<file path="src/rtl/iir_biquad_if.sv">
// Sample-stream bundle for the biquad: input handshake, per-sample coefficients,
// and the output handshake with its saturation flag.
interface iir_biquad_if #(
    parameter int DATA_W = 16,
    parameter int COEF_W = 16
);
    logic signed [DATA_W-1:0] x_in;
    logic                     in_valid;
    logic                     in_ready;
    logic signed [COEF_W-1:0] b0;
    logic signed [COEF_W-1:0] b1;
    logic signed [COEF_W-1:0] b2;
    logic signed [COEF_W-1:0] a1;
    logic signed [COEF_W-1:0] a2;
    logic signed [DATA_W-1:0] y_out;
    logic                     out_valid;
    logic                     out_ready;
    logic                     sat;

    modport slave (
        input  x_in, in_valid, b0, b1, b2, a1, a2, out_ready,
        output in_ready, y_out, out_valid, sat
    );

    modport master (
        output x_in, in_valid, b0, b1, b2, a1, a2, out_ready,
        input  in_ready, y_out, out_valid, sat
    );
endinterface

</file>
<file path="src/rtl/iir_biquad.sv">
// Direct Form I biquad with one time-shared multiplier: five MAC cycles per sample,
// then round-half-up, saturate, and hold the result until downstream takes it.
module iir_biquad #(
    parameter int DATA_W = 16,
    parameter int COEF_W = 16,
    parameter int FRAC   = 14,
    parameter int ACC_W  = 40
) (
    input  logic         clk,
    input  logic         rst_n,
    iir_biquad_if.slave  bus
);
    localparam int PROD_W = COEF_W + DATA_W;
    localparam logic signed [ACC_W-1:0] ONE   = 1;
    localparam logic signed [ACC_W-1:0] Y_MAX = (ONE <<< (DATA_W-1)) - ONE;
    localparam logic signed [ACC_W-1:0] Y_MIN = -(ONE <<< (DATA_W-1));
    localparam logic signed [ACC_W-1:0] RND   = ONE <<< (FRAC-1);

    typedef enum logic [1:0] {IDLE, MAC, FIN, HOLD} state_t;

    state_t                   state_q;
    logic [2:0]               cnt_q;
    logic signed [DATA_W-1:0] x0_q, x1_q, x2_q, y1_q, y2_q;
    logic signed [ACC_W-1:0]  acc_q;
    logic signed [DATA_W-1:0] y_out_q;
    logic                     out_valid_q;
    logic                     sat_q;

    logic signed [COEF_W-1:0] coef_in [0:4];
    logic signed [COEF_W-1:0] coef_q  [0:4];
    logic                     accept;

    assign accept     = (state_q == IDLE) && bus.in_valid;
    assign coef_in[0] = bus.b0;
    assign coef_in[1] = bus.b1;
    assign coef_in[2] = bus.b2;
    assign coef_in[3] = bus.a1;
    assign coef_in[4] = bus.a2;

    // Coefficients are snapshotted at acceptance so retuning mid-sample is harmless.
    genvar gi;
    generate
        for (gi = 0; gi < 5; gi++) begin : g_coef
            always_ff @(posedge clk or negedge rst_n) begin
                if (!rst_n) begin
                    coef_q[gi] <= '0;
                end else if (accept) begin
                    coef_q[gi] <= coef_in[gi];
                end
            end
        end
    endgenerate

    logic signed [COEF_W-1:0] mul_c;
    logic signed [DATA_W-1:0] mul_x;
    logic signed [PROD_W-1:0] prod;
    logic signed [ACC_W-1:0]  prod_ext;
    logic signed [ACC_W-1:0]  acc_d;

    always_comb begin
        mul_c = '0;
        mul_x = '0;
        case (cnt_q)
            3'd0:    begin mul_c = coef_q[0]; mul_x = x0_q; end
            3'd1:    begin mul_c = coef_q[1]; mul_x = x1_q; end
            3'd2:    begin mul_c = coef_q[2]; mul_x = x2_q; end
            3'd3:    begin mul_c = coef_q[3]; mul_x = y1_q; end
            3'd4:    begin mul_c = coef_q[4]; mul_x = y2_q; end
            default: begin mul_c = '0;        mul_x = '0;   end
        endcase
    end

    assign prod     = mul_c * mul_x;
    assign prod_ext = {{(ACC_W-PROD_W){prod[PROD_W-1]}}, prod};
    // Feedback terms (steps 3 and 4) are subtracted.
    assign acc_d    = (cnt_q >= 3'd3) ? (acc_q - prod_ext) : (acc_q + prod_ext);

    logic signed [ACC_W-1:0]  round_sum;
    logic signed [ACC_W-1:0]  rounded;
    logic signed [DATA_W-1:0] y_sat_d;
    logic                     sat_d;

    assign round_sum = acc_q + RND;
    assign rounded   = round_sum >>> FRAC;

    always_comb begin
        y_sat_d = rounded[DATA_W-1:0];
        sat_d   = 1'b0;
        if (rounded > Y_MAX) begin
            y_sat_d = Y_MAX[DATA_W-1:0];
            sat_d   = 1'b1;
        end else if (rounded < Y_MIN) begin
            y_sat_d = Y_MIN[DATA_W-1:0];
            sat_d   = 1'b1;
        end
    end

    always_ff @(posedge clk or negedge rst_n) begin
        if (!rst_n) begin
            state_q     <= IDLE;
            cnt_q       <= '0;
            x0_q        <= '0;
            x1_q        <= '0;
            x2_q        <= '0;
            y1_q        <= '0;
            y2_q        <= '0;
            acc_q       <= '0;
            y_out_q     <= '0;
            out_valid_q <= 1'b0;
            sat_q       <= 1'b0;
        end else begin
            case (state_q)
                IDLE: begin
                    if (bus.in_valid) begin
                        x0_q    <= bus.x_in;
                        acc_q   <= '0;
                        cnt_q   <= '0;
                        state_q <= MAC;
                    end
                end
                MAC: begin
                    acc_q <= acc_d;
                    cnt_q <= cnt_q + 3'd1;
                    if (cnt_q == 3'd4) begin
                        state_q <= FIN;
                    end
                end
                FIN: begin
                    y_out_q     <= y_sat_d;
                    sat_q       <= sat_d;
                    out_valid_q <= 1'b1;
                    x2_q        <= x1_q;
                    x1_q        <= x0_q;
                    y2_q        <= y1_q;
                    y1_q        <= y_sat_d;
                    state_q     <= HOLD;
                end
                HOLD: begin
                    if (bus.out_ready) begin
                        out_valid_q <= 1'b0;
                        state_q     <= IDLE;
                    end
                end
                default: state_q <= IDLE;
            endcase
        end
    end

    assign bus.in_ready  = (state_q == IDLE);
    assign bus.y_out     = y_out_q;
    assign bus.out_valid = out_valid_q;
    assign bus.sat       = sat_q;
endmodule
</file>
<file path="src/flat_wrapper.sv">
// flat-port wrapper written by rule: the top's interface ports become plain ports
module iir_biquad_flat 
#(
    parameter int DATA_W = 16,
    parameter int COEF_W = 16,
    parameter int FRAC   = 14,
    parameter int ACC_W  = 40
)
  (clk, rst_n, bus_x_in, bus_in_valid, bus_b0, bus_b1, bus_b2, bus_a1, bus_a2, bus_out_ready, bus_in_ready, bus_y_out, bus_out_valid, bus_sat);
  iir_biquad_if #(.DATA_W(DATA_W), .COEF_W(COEF_W)) bus_i ();
  input  logic clk;
  input  logic rst_n;
  input wire logic [$bits(bus_i.x_in)-1:0] bus_x_in;
  input wire logic [$bits(bus_i.in_valid)-1:0] bus_in_valid;
  input wire logic [$bits(bus_i.b0)-1:0] bus_b0;
  input wire logic [$bits(bus_i.b1)-1:0] bus_b1;
  input wire logic [$bits(bus_i.b2)-1:0] bus_b2;
  input wire logic [$bits(bus_i.a1)-1:0] bus_a1;
  input wire logic [$bits(bus_i.a2)-1:0] bus_a2;
  input wire logic [$bits(bus_i.out_ready)-1:0] bus_out_ready;
  output wire logic [$bits(bus_i.in_ready)-1:0] bus_in_ready;
  output wire logic [$bits(bus_i.y_out)-1:0] bus_y_out;
  output wire logic [$bits(bus_i.out_valid)-1:0] bus_out_valid;
  output wire logic [$bits(bus_i.sat)-1:0] bus_sat;
  assign bus_i.x_in = bus_x_in;
  assign bus_i.in_valid = bus_in_valid;
  assign bus_i.b0 = bus_b0;
  assign bus_i.b1 = bus_b1;
  assign bus_i.b2 = bus_b2;
  assign bus_i.a1 = bus_a1;
  assign bus_i.a2 = bus_a2;
  assign bus_i.out_ready = bus_out_ready;
  assign bus_in_ready = bus_i.in_ready;
  assign bus_y_out = bus_i.y_out;
  assign bus_out_valid = bus_i.out_valid;
  assign bus_sat = bus_i.sat;
  iir_biquad #(.DATA_W(DATA_W), .COEF_W(COEF_W), .FRAC(FRAC), .ACC_W(ACC_W)) u_core (.clk(clk), .rst_n(rst_n), .bus(bus_i));
endmodule
</file>
<file path="config.mk">
export PLATFORM = sky130hd
export DESIGN_NAME = iir_biquad_flat
export DESIGN_NICKNAME = d
export VERILOG_FILES = /design/src/rtl/iir_biquad_if.sv /design/src/rtl/iir_biquad.sv /design/src/flat_wrapper.sv
export SDC_FILE = /design/constraint.sdc
export NUM_CORES = 1
export LEC_CHECK = 0
export BUFFER_PORTS_ARGS = -buffer_cell sky130_fd_sc_hd__buf_2
export CAP_MARGIN = 30
export CORE_MARGIN = 3
export CORE_UTILIZATION = 50
export DETAILED_ROUTE_END_ITERATION = 10
export PLACE_DENSITY = 0.7
export SLEW_MARGIN = 30
export SYNTH_ARGS = -nofsm -noshare
export SYNTH_HDL_FRONTEND = slang
export SYNTH_SLANG_ARGS = --single-unit
</file>
<file path="constraint.sdc">
create_clock -name clk -period 9.9 [get_ports clk]
set_input_delay 1.98 -clock clk [delete_from_list [all_inputs] [get_ports clk]]
set_output_delay 1.98 -clock clk [all_outputs]
set_load 0.01 [all_outputs]
</file>
==> results.rst, run 1 <==
.. list-table::
   :header-rows: 1

   * - Metric
     - Value
   * - Outcome
     - finished clean
   * - Mapped cell area
     - around 22000 sq um
   * - Most used flip-flop cell after synthesis
     - sky130_fd_sc_hd__dfrtp_1
   * - Shortest clock period the worst path allows after layout
     - 9.845 ns
   * - Worst-path fanout max
     - 8
   * - Average cell area after synthesis
     - 9.539 sq um
   * - Number of CTS-inserted buffers
     - 22
   * - Maximum number of buffers from clock root to sink
     - 3
   * - Count of input and output buffers
     - 118
   * - Transition at the pin with the smallest max-transition slack
     - 0.8878 ns
   * - Antenna-violating nets left
     - 0
   * - Clock Sinks
     - around 210
   * - Height of the die
     - 215.9 um
   * - Cell variety after synth
     - 82
   * - Remaining DRCs
     - 0
   * - Highest attainable clock frequency
     - 0.1016 GHz
   * - RSZ-0062 raised after global routing
     - true
   * - Syn Nets
     - 2805
   * - Core region area
     - 43270 sq um
   * - Total Routed Length
     - around 64 mm
   * - Register area share after synthesis
     - 23.51%
   * - Most area-hungry cell type in the Yosys netlist
     - sky130_fd_sc_hd__fa_1
   * - CTS clock-pin slew for the worst setup and hold paths
     - 0.07 ns
   * - Layout cells sized above 1
     - 29.48%
   * - Overall global routing resource usage
     - 26.98%
   * - Leading cell types in the layout, fill and taps excluded
     - sky130_fd_sc_hd__inv_1 (346), sky130_fd_sc_hd__buf_4 (297), sky130_fd_sc_hd__fa_1 (256), sky130_fd_sc_hd__nor2_1 (213), sky130_fd_sc_hd__dfrtp_1 (205)
   * - Async SR Flop Fraction
     - 100.0%
   * - Number of global-route vias before repair
     - roughly 19000
   * - Floorplan die area
     - between 40000 and 50000 sq um
   * - Critical path class
     - flip-flop to flip-flop
   * - Clock Root Buffer
     - sky130_fd_sc_hd__clkbuf_16
   * - Antenna fix cells
     - 0
   * - Number of enable-type register cells in the synthesized netlist
     - 0
   * - Final period utilization
     - 99.45%
   * - Fin Clk Skew
     - 0.01163 ns
   * - CP startpoint kind
     - flip-flop
   * - Total vias in the final route
     - 18620
   * - 1st-pass router iterations
     - 7
   * - Worst Setup End Kind
     - flip-flop
   * - First-iteration detailed-routing DRC count
     - 1609
   * - Area fraction of the dominant cell type after synthesis
     - 23.89%
   * - Average via count per standard cell
     - 5.672
   * - Source-to-sink clock delay at the later pin of the worst-skew pair
     - 0.53 ns
   * - Global route overflow
     - 0
   * - Endpoint arrival time on the critical path
     - 10.29 ns
   * - Routability Congestion
     - 0.9327
   * - Slew margin rel.
     - 40.81%
   * - Max-cap violations
     - 0
   * - Rows
     - 76
   * - Initial antenna violation count
     - 0
   * - Quantity of hold-fixing buffers added after cts
     - 0
   * - Largest stage delay on the critical path
     - 0.54 ns
   * - Required time of the critical path
     - 10.35 ns
   * - H-Tree Level Count
     - 1
   * - Count of pins over their slew limit
     - 0
   * - Clock tree from TritonCTS
     - yes
   * - Global-route wire length before repair
     - slightly above 100 mm
   * - Class of the tightest hold or removal check
     - flip-flop to flip-flop
   * - Largest net degree at the start of global routing
     - 119
   * - HPWL Detailed
     - 50.74 mm
   * - Worst hold slack
     - 0.4844 ns
   * - Initial core utilization
     - 50.93%
   * - Top post-synthesis cells by area
     - sky130_fd_sc_hd__fa_1 (24%), sky130_fd_sc_hd__dfrtp_1 (24%), sky130_fd_sc_hd__mux2_2 (7.7%)
   * - Chip width
     - about 220 um
   * - Count of mapped cells out of synthesis
     - 2310
   * - Most frequent standard cell in the layout excluding fill and tap cells
     - sky130_fd_sc_hd__inv_1
   * - IO Pins
     - between 100 and 150
   * - Slowest stage cell, crit path
     - sky130_fd_sc_hd__fa_2
   * - Hold Vio Cnt, Final
     - 0
   * - Synth Warn #
     - 0
   * - Finish-stage setup viols
     - 0
   * - Number of flip-flops and latches in the synthesized netlist
     - approximately 210
   * - Post-layout net count
     - roughly 3200
   * - Layout area overhead
     - 23.35%
   * - Routed wirelength normalized by instance count
     - 19.35 um
-- Yosys cell counts, drive strengths merged (7+ instances only) --
master / count
buf: 20
a21oi: 67
a22oi: 32
a222oi: 30
a21o: 40
mux2: 150
and3: 16
nand2: 181
and2: 17
nor3: 19
ha: 132
dfrtp: 207
nand2b: 24
nor2b: 13
nand4: 8
o311ai: 7
o22a: 15
xor2: 52
o211ai: 10
nor2: 220
xnor2: 54
a211oi: 9
nand3: 33
o21ai: 107
inv: 350
o21a: 33
clkbuf: 80
a31oi: 9
or2: 15
fa: 263
-- cells by family after synthesis --
kind of cell	Yosys count	synth area share (%)
fa+ha+maj	395	31.39
simple gates	570	11.69
xor+xnor	106	4.213
flops	207	23.51
buf+inv	450	7.745
compound gates	426	13.51
mux	156	7.938
-- worst paths after layout --
kind                            startpoint               end  slack (ns)  cells past startpoint
max                        u_core.cnt_q[1]  u_core.acc_q[39]        0.05                     44
max in group asynchronous            rst_n  u_core.acc_q[17]        7.01                      2
max reg2reg                u_core.cnt_q[1]  u_core.acc_q[39]        0.05                     44
min in group asynchronous            rst_n  u_core.coef_q[5]        1.51                      1
min                        u_core.acc_q[0]   u_core.acc_q[0]        0.48                      2
min reg2reg                u_core.acc_q[0]   u_core.acc_q[0]        0.48                      2
-- state kept, by name, indices dropped and copies added, names as in the netlist --
register	cells
u_core.x0_q	16
u_core.acc_q	40
u_core.y1_q	16
u_core.cnt_q	3
u_core.x1_q	16
u_core.coef_q	80
u_core.bus.sat	1
u_core.bus.out_valid	1
u_core.x2_q	16
u_core.state_q	2
u_core.y2_q	16
-- per-layer routing --
metal	wire, um	share of wire (%)	track usage (%)
met5	0	0	0
met4	2006	3.2	7.901
met3	4555	7.2	3.309
met2	30290	48	44.32
met1	26650	42	37.91
-- worst max-delay path, delay by kind of cell, from the launching register on --
kind / cells / cell delay [ns]
AND/OR/NAND/NOR: 15 / 2.22
buffers and inverters: 11 / 1.25
flip-flops: 1 / 0.45
XOR/XNOR: 1 / 0.16
adder cells (fa/ha/maj): 10 / 4.01
AO/OA/AOI/OAI: 7 / 1.67
-- what timing repair did --
action                                  in CTS  in global routing
endpoints found under the hold margin        0                  0
buffers inserted                            10                 25
gates resized for setup                     54                115
endpoints found under the setup margin      10                 16
cloned                                       0                  3
pin swaps                                   25                 68
-- layout make-up --
| class | count | area (sq um) |
|---|---|---|
| Clock inverter | 7 | 106.4 |
| Tap cell | 585 | 732.0 |
| Inverter | 350 | 1314 |
| Fill cell | 3485 | 16090 |
| Sequential cell | 207 | 5182 |
| Multi-Input combinational cell | 1654 | 15870 |
| Timing Repair Buffer | 448 | 3362 |
| Clock buffer | 31 | 614.3 |
-- through the flow --
step	instances	setup TNS, ns	area, sq um	utilization [%]	setup WS (ns)
global route	3282	-1.735	27180	62.82	-0.3840
global placement	3206	-1.101	25420	58.74	-0.3072
CTS	3254	0	26430	61.08	0.01836
floorplan	2310	0	22060	-	0.003230
detailed placement	3206	-1.991	25420	58.74	-0.4133
finish	3282	0	27180	62.82	0.05478
Power of run 1 is not shown: default switching activity piles up to over one toggle a cycle in this logic, so the estimate is an artifact.
==> inputs of run 2 (changes only) <==
- BUFFER_PORTS_ARGS: -buffer_cell sky130_fd_sc_hd__buf_2 -> -buffer_cell sky130_fd_sc_hd__clkbuf_2
==> run 2 against run 1 <==
Net effect:
- core utilization increased by 1.5 points
- sequential share of layout area decreased by 0.43 points
- final area increased by 2.3%
- critical endpoint unchanged
==> results.rst, run 2 (same netlist as run 1, synthesis figures left out) <==
.. list-table::
   :header-rows: 1

   * - Metric
     - Value
   * - Final period utilization
     - 99.48% (about the same)
   * - Endpoint of the worst setup timing path
     - u_core.acc_q[39]
   * - Total vias in the final route
     - 18730 (+0.58%)
   * - Total Routed Length
     - 64.78 mm (+2.0%)
   * - Average via count per standard cell
     - 5.654 (-0.33%)
   * - Endpoint arrival time on the critical path
     - 10.31 ns (+0.02 ns)
   * - Global route overflow
     - 0 (unchanged)
   * - Leading cell types in the layout, fill and taps excluded
     - sky130_fd_sc_hd__inv_1 (336), sky130_fd_sc_hd__buf_4 (314), sky130_fd_sc_hd__fa_1 (251), sky130_fd_sc_hd__nor2_1 (207), sky130_fd_sc_hd__dfrtp_1 (205)
   * - Shortest clock period the worst path allows after layout
     - 9.849 ns (+0.003376 ns)
   * - Core region area
     - 43270 sq um (unchanged)
   * - Chip width
     - 215.9 um (unchanged)
   * - Number of flip-flops in the largest register
     - 80 (unchanged)
   * - Fin Clk Skew
     - 0.009707 ns (-0.001926 ns)
   * - Worst slack, placed
     - -0.3653 ns (+0.04806 ns)
   * - Finish-stage setup viols
     - 0 (unchanged)
   * - RSZ-0062 raised after global routing
     - true
   * - Rows
     - 76 (unchanged)
   * - H-Tree Level Count
     - 1 (unchanged)
   * - R2r startpoint
     - u_core.cnt_q[0]
   * - Count of input and output buffers
     - 118 (unchanged)
   * - CTS clock-pin slew for the worst setup and hold paths
     - 0.06 ns (about the same)
   * - Routed wirelength normalized by instance count
     - 19.56 um (+1.1%)
   * - Setup slack of the critical path after layout
     - 0.05140 ns (-0.003376 ns)
   * - Remaining DRCs
     - 0 (unchanged)
   * - Initial core utilization
     - 50.93% (unchanged)
   * - First-iteration detailed-routing DRC count
     - 1508 (-6.3%)
   * - Min-Delay Path Depth
     - 2 (unchanged)
   * - R2R setup slack
     - 0.05 ns (about the same)
   * - Slew margin rel.
     - 43.33% (+2.5 points)
   * - Quantity of hold-fixing buffers added after cts
     - 0 (unchanged)
   * - Largest net degree at the start of global routing
     - 106 (-11%)
   * - Routability Congestion
     - 0.9386 (+0.63%)
   * - Largest stage delay on the critical path
     - 0.56 ns (+0.02 ns)
   * - Worst r2r path cells
     - 43 (-2.3%)
   * - 1st-pass router iterations
     - 10 (+3)
   * - Largest register by flop count
     - u_core.coef_q
   * - Clock tree from TritonCTS
     - yes
   * - HPWL Detailed
     - 50.91 mm (+0.35%)
   * - Source-to-sink clock delay at the later pin of the worst-skew pair
     - 0.54 ns (about the same)
   * - Required time of the critical path
     - 10.37 ns (+0.02 ns)
   * - Count of pins over their slew limit
     - 0 (unchanged)
   * - Floorplan die area
     - 46630 sq um (unchanged)
   * - Final core area utilization
     - 64.27% (+1.5 points)
   * - Clock Sinks
     - 207 (unchanged)
   * - Hold Vio Cnt, Final
     - 0 (unchanged)
   * - Initial antenna violation count
     - 0 (unchanged)
   * - Worst reg2reg path endpoint
     - u_core.acc_q[39]
   * - Class of the tightest hold or removal check
     - flip-flop to flip-flop
   * - Antenna fix cells
     - 0 (unchanged)
   * - Critical path launch point
     - u_core.cnt_q[0]
   * - Most frequent cell on the critical path
     - sky130_fd_sc_hd__buf_4
   * - CP startpoint kind
     - flip-flop
   * - Worst-path fanout max
     - 11 (+3)
   * - Layout cells sized above 1
     - 32.20% (+2.7 points)
   * - Max-cap violations
     - 0 (unchanged)
   * - Maximum number of buffers from clock root to sink
     - 3 (unchanged)
   * - Post-layout net count
     - 3205 (+0.85%)
   * - Overall global routing resource usage
     - 27.18% (+0.20 points)
   * - Worst Setup End Kind
     - flip-flop
   * - Transition at the pin with the smallest max-transition slack
     - 0.8500 ns (-0.03782 ns)
   * - Largest registers
     - u_core.coef_q x80, u_core.acc_q x40
   * - Number of global-route vias before repair
     - 19170 (+0.41%)
   * - Highest attainable clock frequency
     - 0.1015 GHz (about the same)
   * - Global-route wire length before repair
     - 101.1 mm (about the same)
   * - Number of CTS-inserted buffers
     - 23 (+4.5%)
   * - Height of the die
     - 215.9 um (unchanged)
   * - Antenna-violating nets left
     - 0 (unchanged)
   * - IO Pins
     - 119 (unchanged)
   * - Critical path class
     - flip-flop to flip-flop
   * - Layout fillers
     - 3407 (-2.2%)
   * - Clock Root Buffer
     - sky130_fd_sc_hd__clkbuf_16
   * - Most frequent standard cell in the layout excluding fill and tap cells
     - sky130_fd_sc_hd__inv_1
   * - Outcome
     - finished clean
   * - Slowest stage cell, crit path
     - sky130_fd_sc_hd__fa_1
   * - Layout area overhead
     - 26.20%
[run 2: how the worst min path moves through the flow]
stage / start / endpoint / slack [ns]
6_report: u_core.acc_q[4] / u_core.acc_q[4] / 0.49
5_1_grt: u_core.x2_q[1] / u_core.x2_q[1] / 0.51
4_1_cts: u_core.acc_q[11] / u_core.acc_q[11] / 0.50
3_5_place_dp: u_core.acc_q[11] / u_core.acc_q[11] / 0.48
3_3_place_gp: u_core.acc_q[0] / u_core.acc_q[0] / 0.46
2_1_floorplan: u_core.acc_q[0] / u_core.acc_q[0] / 0.45
[run 2: final cells by class]
cell class	count	area, sq um	area share [%]
Inverter	350	1319	4.742
Timing Repair Buffer	475	3611	12.99
Tap cell	585	732.0	2.632
Multi-Input combinational cell	1653	16160	58.11
Clock buffer	27	620.6	2.232
Sequential cell	207	5182	18.64
Clock inverter	15	183.9	0.6614
[run 2: what timing repair did]
action                                  CTS  global route
gates cloned                              0             1
endpoints found under the setup margin   12            18
setup buffers                            23            44
pin swaps                                48           161
gates resized for setup                  56           198
hold endpoints to repair                  0             0
[run 2: layer usage]
metal,global-route usage [%],up-vias,part of all wire (%),routed length (um)
li1,-,8457,-,-
met1,36.23,9462,40,26210
met2,44.63,665,48,31030
met3,5.069,141,7.7,4990
met4,9.915,0,3.9,2550
met5,0,-,0,0
[run 2: critical path: cells and delay by family (launching register included)]
kind | cells | cell delay, ns
buffers and inverters | 13 | 1.51
AND/OR/NAND/NOR | 7 | 1.42
flip-flops | 1 | 0.39
XOR/XNOR | 1 | 0.35
AO/OA/AOI/OAI | 13 | 2.31
adder cells (fa/ha/maj) | 9 | 3.78
[run 2: stage by stage]
step	instances	hold slack, ns	cell area [sq um]	setup TNS [ns]
after detailed placement	3202	0.4828	25360	-2.241
after global placement	3202	0.4641	25360	-0.6815
after floorplan	2310	0.4498	22060	0
after CTS	3267	0.4980	26560	-0.009998
final	3312	0.4929	27810	0
after global routing	3312	0.5145	27810	-1.451
Power of run 2 is left out for the same reason.
==> inputs of run 3 (changes only) <==
- BUFFER_PORTS_ARGS: -buffer_cell sky130_fd_sc_hd__clkbuf_2 -> -buffer_cell sky130_fd_sc_hd__buf_2
- CTS_BUF_LIST: unset -> sky130_fd_sc_hd__clkbuf_8 sky130_fd_sc_hd__clkbuf_16
==> run 3 against run 2 <==
Net effect:
- register-to-register slack improved by 0.02 ns
- clock skew increased by 0.0020 ns
- first-iteration DRC count increased by 6.6%
- final area decreased by 2.3%
- wire length decreased by 2.2%
- largest cell class unchanged
==> results.rst, run 3 (same netlist as run 1, synthesis figures left out) <==
.. list-table::
   :header-rows: 1

   * - Metric
     - Value
   * - Clock Root Buffer
     - sky130_fd_sc_hd__clkbuf_16
   * - Setup slack of the critical path after layout
     - 0.06674 ns (+0.01534 ns)
   * - First-iteration detailed-routing DRC count
     - 1608 (+6.6%)
   * - Most frequent standard cell in the layout excluding fill and tap cells
     - sky130_fd_sc_hd__inv_1
   * - Initial antenna violation count
     - 0 (unchanged)
   * - Antenna-violating nets left
     - 0 (unchanged)
   * - HPWL Detailed
     - 50.74 mm (-0.35%)
   * - Routed wirelength normalized by instance count
     - 19.31 um (-1.3%)
   * - CTS clock-pin slew for the worst setup and hold paths
     - 0.07 ns (about the same)
   * - Clock tree from TritonCTS
     - yes
   * - Total Routed Length
     - 63.39 mm (-2.2%)
   * - Hold_sp
     - u_core.acc_q[0]
   * - Accumulated negative setup slack
     - 0 ns (unchanged)
   * - Final core area utilization
     - 62.82% (-1.5 points)
   * - Global-route wire length before repair
     - 101.2 mm (about the same)
   * - Largest register by flop count
     - u_core.coef_q
   * - Clock Sinks
     - 207 (unchanged)
   * - Count of input and output buffers
     - 118 (unchanged)
   * - Antenna fix cells
     - 0 (unchanged)
   * - Slowest stage cell, crit path
     - sky130_fd_sc_hd__fa_1
   * - Min-Delay Path Depth
     - 2 (unchanged)
   * - IO Pins
     - 119 (unchanged)
   * - Slew margin rel.
     - 40.83% (-2.5 points)
   * - Floorplan die area
     - 46630 sq um (unchanged)
   * - Chip width
     - 215.9 um (unchanged)
   * - Overall global routing resource usage
     - 26.98% (-0.20 points)
   * - Remaining DRCs
     - 0 (unchanged)
   * - Worst r2r path cells
     - 46 (+7.0%)
   * - Final period utilization
     - 99.33% (-0.15 points)
   * - Count of pins over their slew limit
     - 0 (unchanged)
   * - Highest attainable clock frequency
     - 0.1017 GHz (+0.16%)
   * - Required time of the critical path
     - 10.35 ns (-0.02 ns)
   * - Global route overflow
     - 0 (unchanged)
   * - Worst-path fanout max
     - 8 (-3)
   * - Source-to-sink clock delay at the later pin of the worst-skew pair
     - 0.53 ns (about the same)
   * - Core region area
     - 43270 sq um (unchanged)
   * - Endpoint arrival time on the critical path
     - 10.28 ns (-0.03 ns)
   * - Shortest clock period the worst path allows after layout
     - 9.833 ns (-0.01534 ns)
   * - Total vias in the final route
     - 18620 (-0.56%)
   * - Largest stage delay on the critical path
     - 0.55 ns (about the same)
   * - Finish-stage setup viols
     - 0 (unchanged)
   * - R2r startpoint
     - u_core.cnt_q[0]
   * - H-Tree Level Count
     - 1 (unchanged)
   * - Class of the tightest hold or removal check
     - flip-flop to flip-flop
   * - Transition at the pin with the smallest max-transition slack
     - 0.8875 ns (+0.03753 ns)
   * - Worst reg2reg path endpoint
     - u_core.acc_q[39]
   * - Largest net degree at the start of global routing
     - 119 (+12%)
   * - Initial core utilization
     - 50.93% (unchanged)
   * - 1st-pass router iterations
     - 5 (-5)
   * - Max-cap violations
     - 0 (unchanged)
   * - CP startpoint kind
     - flip-flop
   * - Number of flip-flops in the largest register
     - 80 (unchanged)
   * - Endpoint of the worst hold-timing path
     - u_core.acc_q[0]
   * - Most frequent cell on the critical path
     - sky130_fd_sc_hd__buf_4
   * - Maximum number of buffers from clock root to sink
     - 3 (unchanged)
   * - Height of the die
     - 215.9 um (unchanged)
   * - Fin Clk Skew
     - 0.01169 ns (+0.001982 ns)
   * - R2R setup slack
     - 0.07 ns (+0.02 ns)
   * - Quantity of hold-fixing buffers added after cts
     - 0 (unchanged)
   * - Rows
     - 76 (unchanged)
   * - Leading cell types in the layout, fill and taps excluded
     - sky130_fd_sc_hd__inv_1 (352), sky130_fd_sc_hd__buf_4 (297), sky130_fd_sc_hd__fa_1 (256), sky130_fd_sc_hd__nor2_1 (213), sky130_fd_sc_hd__dfrtp_1 (205)
   * - Layout area overhead
     - 23.35%
   * - Post-layout net count
     - 3178 (-0.84%)
   * - Layout cells sized above 1
     - 29.48% (-2.7 points)
   * - Critical path class
     - flip-flop to flip-flop
   * - Worst Setup End Kind
     - flip-flop
   * - Worst slack, placed
     - -0.4133 ns (-0.04806 ns)
   * - Number of CTS-inserted buffers
     - 22 (-4.3%)
   * - Number of global-route vias before repair
     - 19090 (-0.41%)
   * - Hold Vio Cnt, Final
     - 0 (unchanged)
   * - Worst hold slack
     - 0.4844 ns (-0.008478 ns)
   * - RSZ-0062 raised after global routing
     - true
   * - Average via count per standard cell
     - 5.674 (+0.35%)
   * - Outcome
     - finished clean
   * - Largest registers
     - u_core.coef_q x80, u_core.acc_q x40
   * - Routability Congestion
     - 0.9327 (-0.63%)
==> run 3: cell count changes in the layout (fill, tap and decap cells not counted), moves of 8 or more <==
cell                       change
sky130_fd_sc_hd__buf_2       +118
sky130_fd_sc_hd__o21ai_0      +10
sky130_fd_sc_hd__buf_6        -10
sky130_fd_sc_hd__ha_4         -11
sky130_fd_sc_hd__ha_1         +12
sky130_fd_sc_hd__clkbuf_2    -117
sky130_fd_sc_hd__inv_2         -8
sky130_fd_sc_hd__inv_1        +16
sky130_fd_sc_hd__buf_4        -17
==> run 3: area by class of cell <==
cell class	count	area, sq um
clock buffer	25	591.8
clock inverter	13	128.9
fill	3485	16090
inverter	350	1314
multi-input combinational	1654	15870
sequential	207	5182
tap	585	732.0
timing repair buffer	448	3362
==> run 3: layer usage <==
layer / vias to the layer above / wire length [um] / GRT usage, %
li1: 8412 / - / -
met1: 9452 / 26610 / 37.91
met2: 648 / 30230 / 44.32
met3: 109 / 4549 / 3.309
met4: 0 / 1996 / 7.901
met5: - / 0 / 0
==> run 3: metrics by stage <==
stage,instance area (sq um),std cells
2_1_floorplan,22060,2310
3_3_place_gp,25420,3206
3_5_place_dp,25420,3206
4_1_cts,26430,3254
5_1_grt,27180,3282
6_report,27180,3282
==> run 3: worst max-delay path by stage <==
stage                          startpoint          endpoint  slack (ns)
after floorplan           u_core.cnt_q[0]  u_core.acc_q[39]       0.003
after global placement    u_core.cnt_q[0]  u_core.acc_q[37]       -0.31
after detailed placement  u_core.cnt_q[0]  u_core.acc_q[37]       -0.41
after CTS                 u_core.cnt_q[0]  u_core.acc_q[36]        0.02
after global routing      u_core.cnt_q[0]  u_core.acc_q[39]       -0.38
final                     u_core.cnt_q[0]  u_core.acc_q[39]        0.07
==> run 3: critical path, delay by kind of cell, from the launching register on <==
family          cells  cell delay [ns]
buf+inv            13             1.51
compound gates      7             1.66
fa+ha+maj           9             3.55
simple gates       16             2.49
flops               1             0.37
xor+xnor            1             0.16
==> run 3: repair_timing <==
item                                    in CTS  in global routing
buffers inserted                            10                 25
endpoints found under the setup margin      10                 16
pin swaps                                   25                 68
gates resized for setup                     54                115
gates cloned                                 0                  3
Power of run 3 is left out for the same reason.
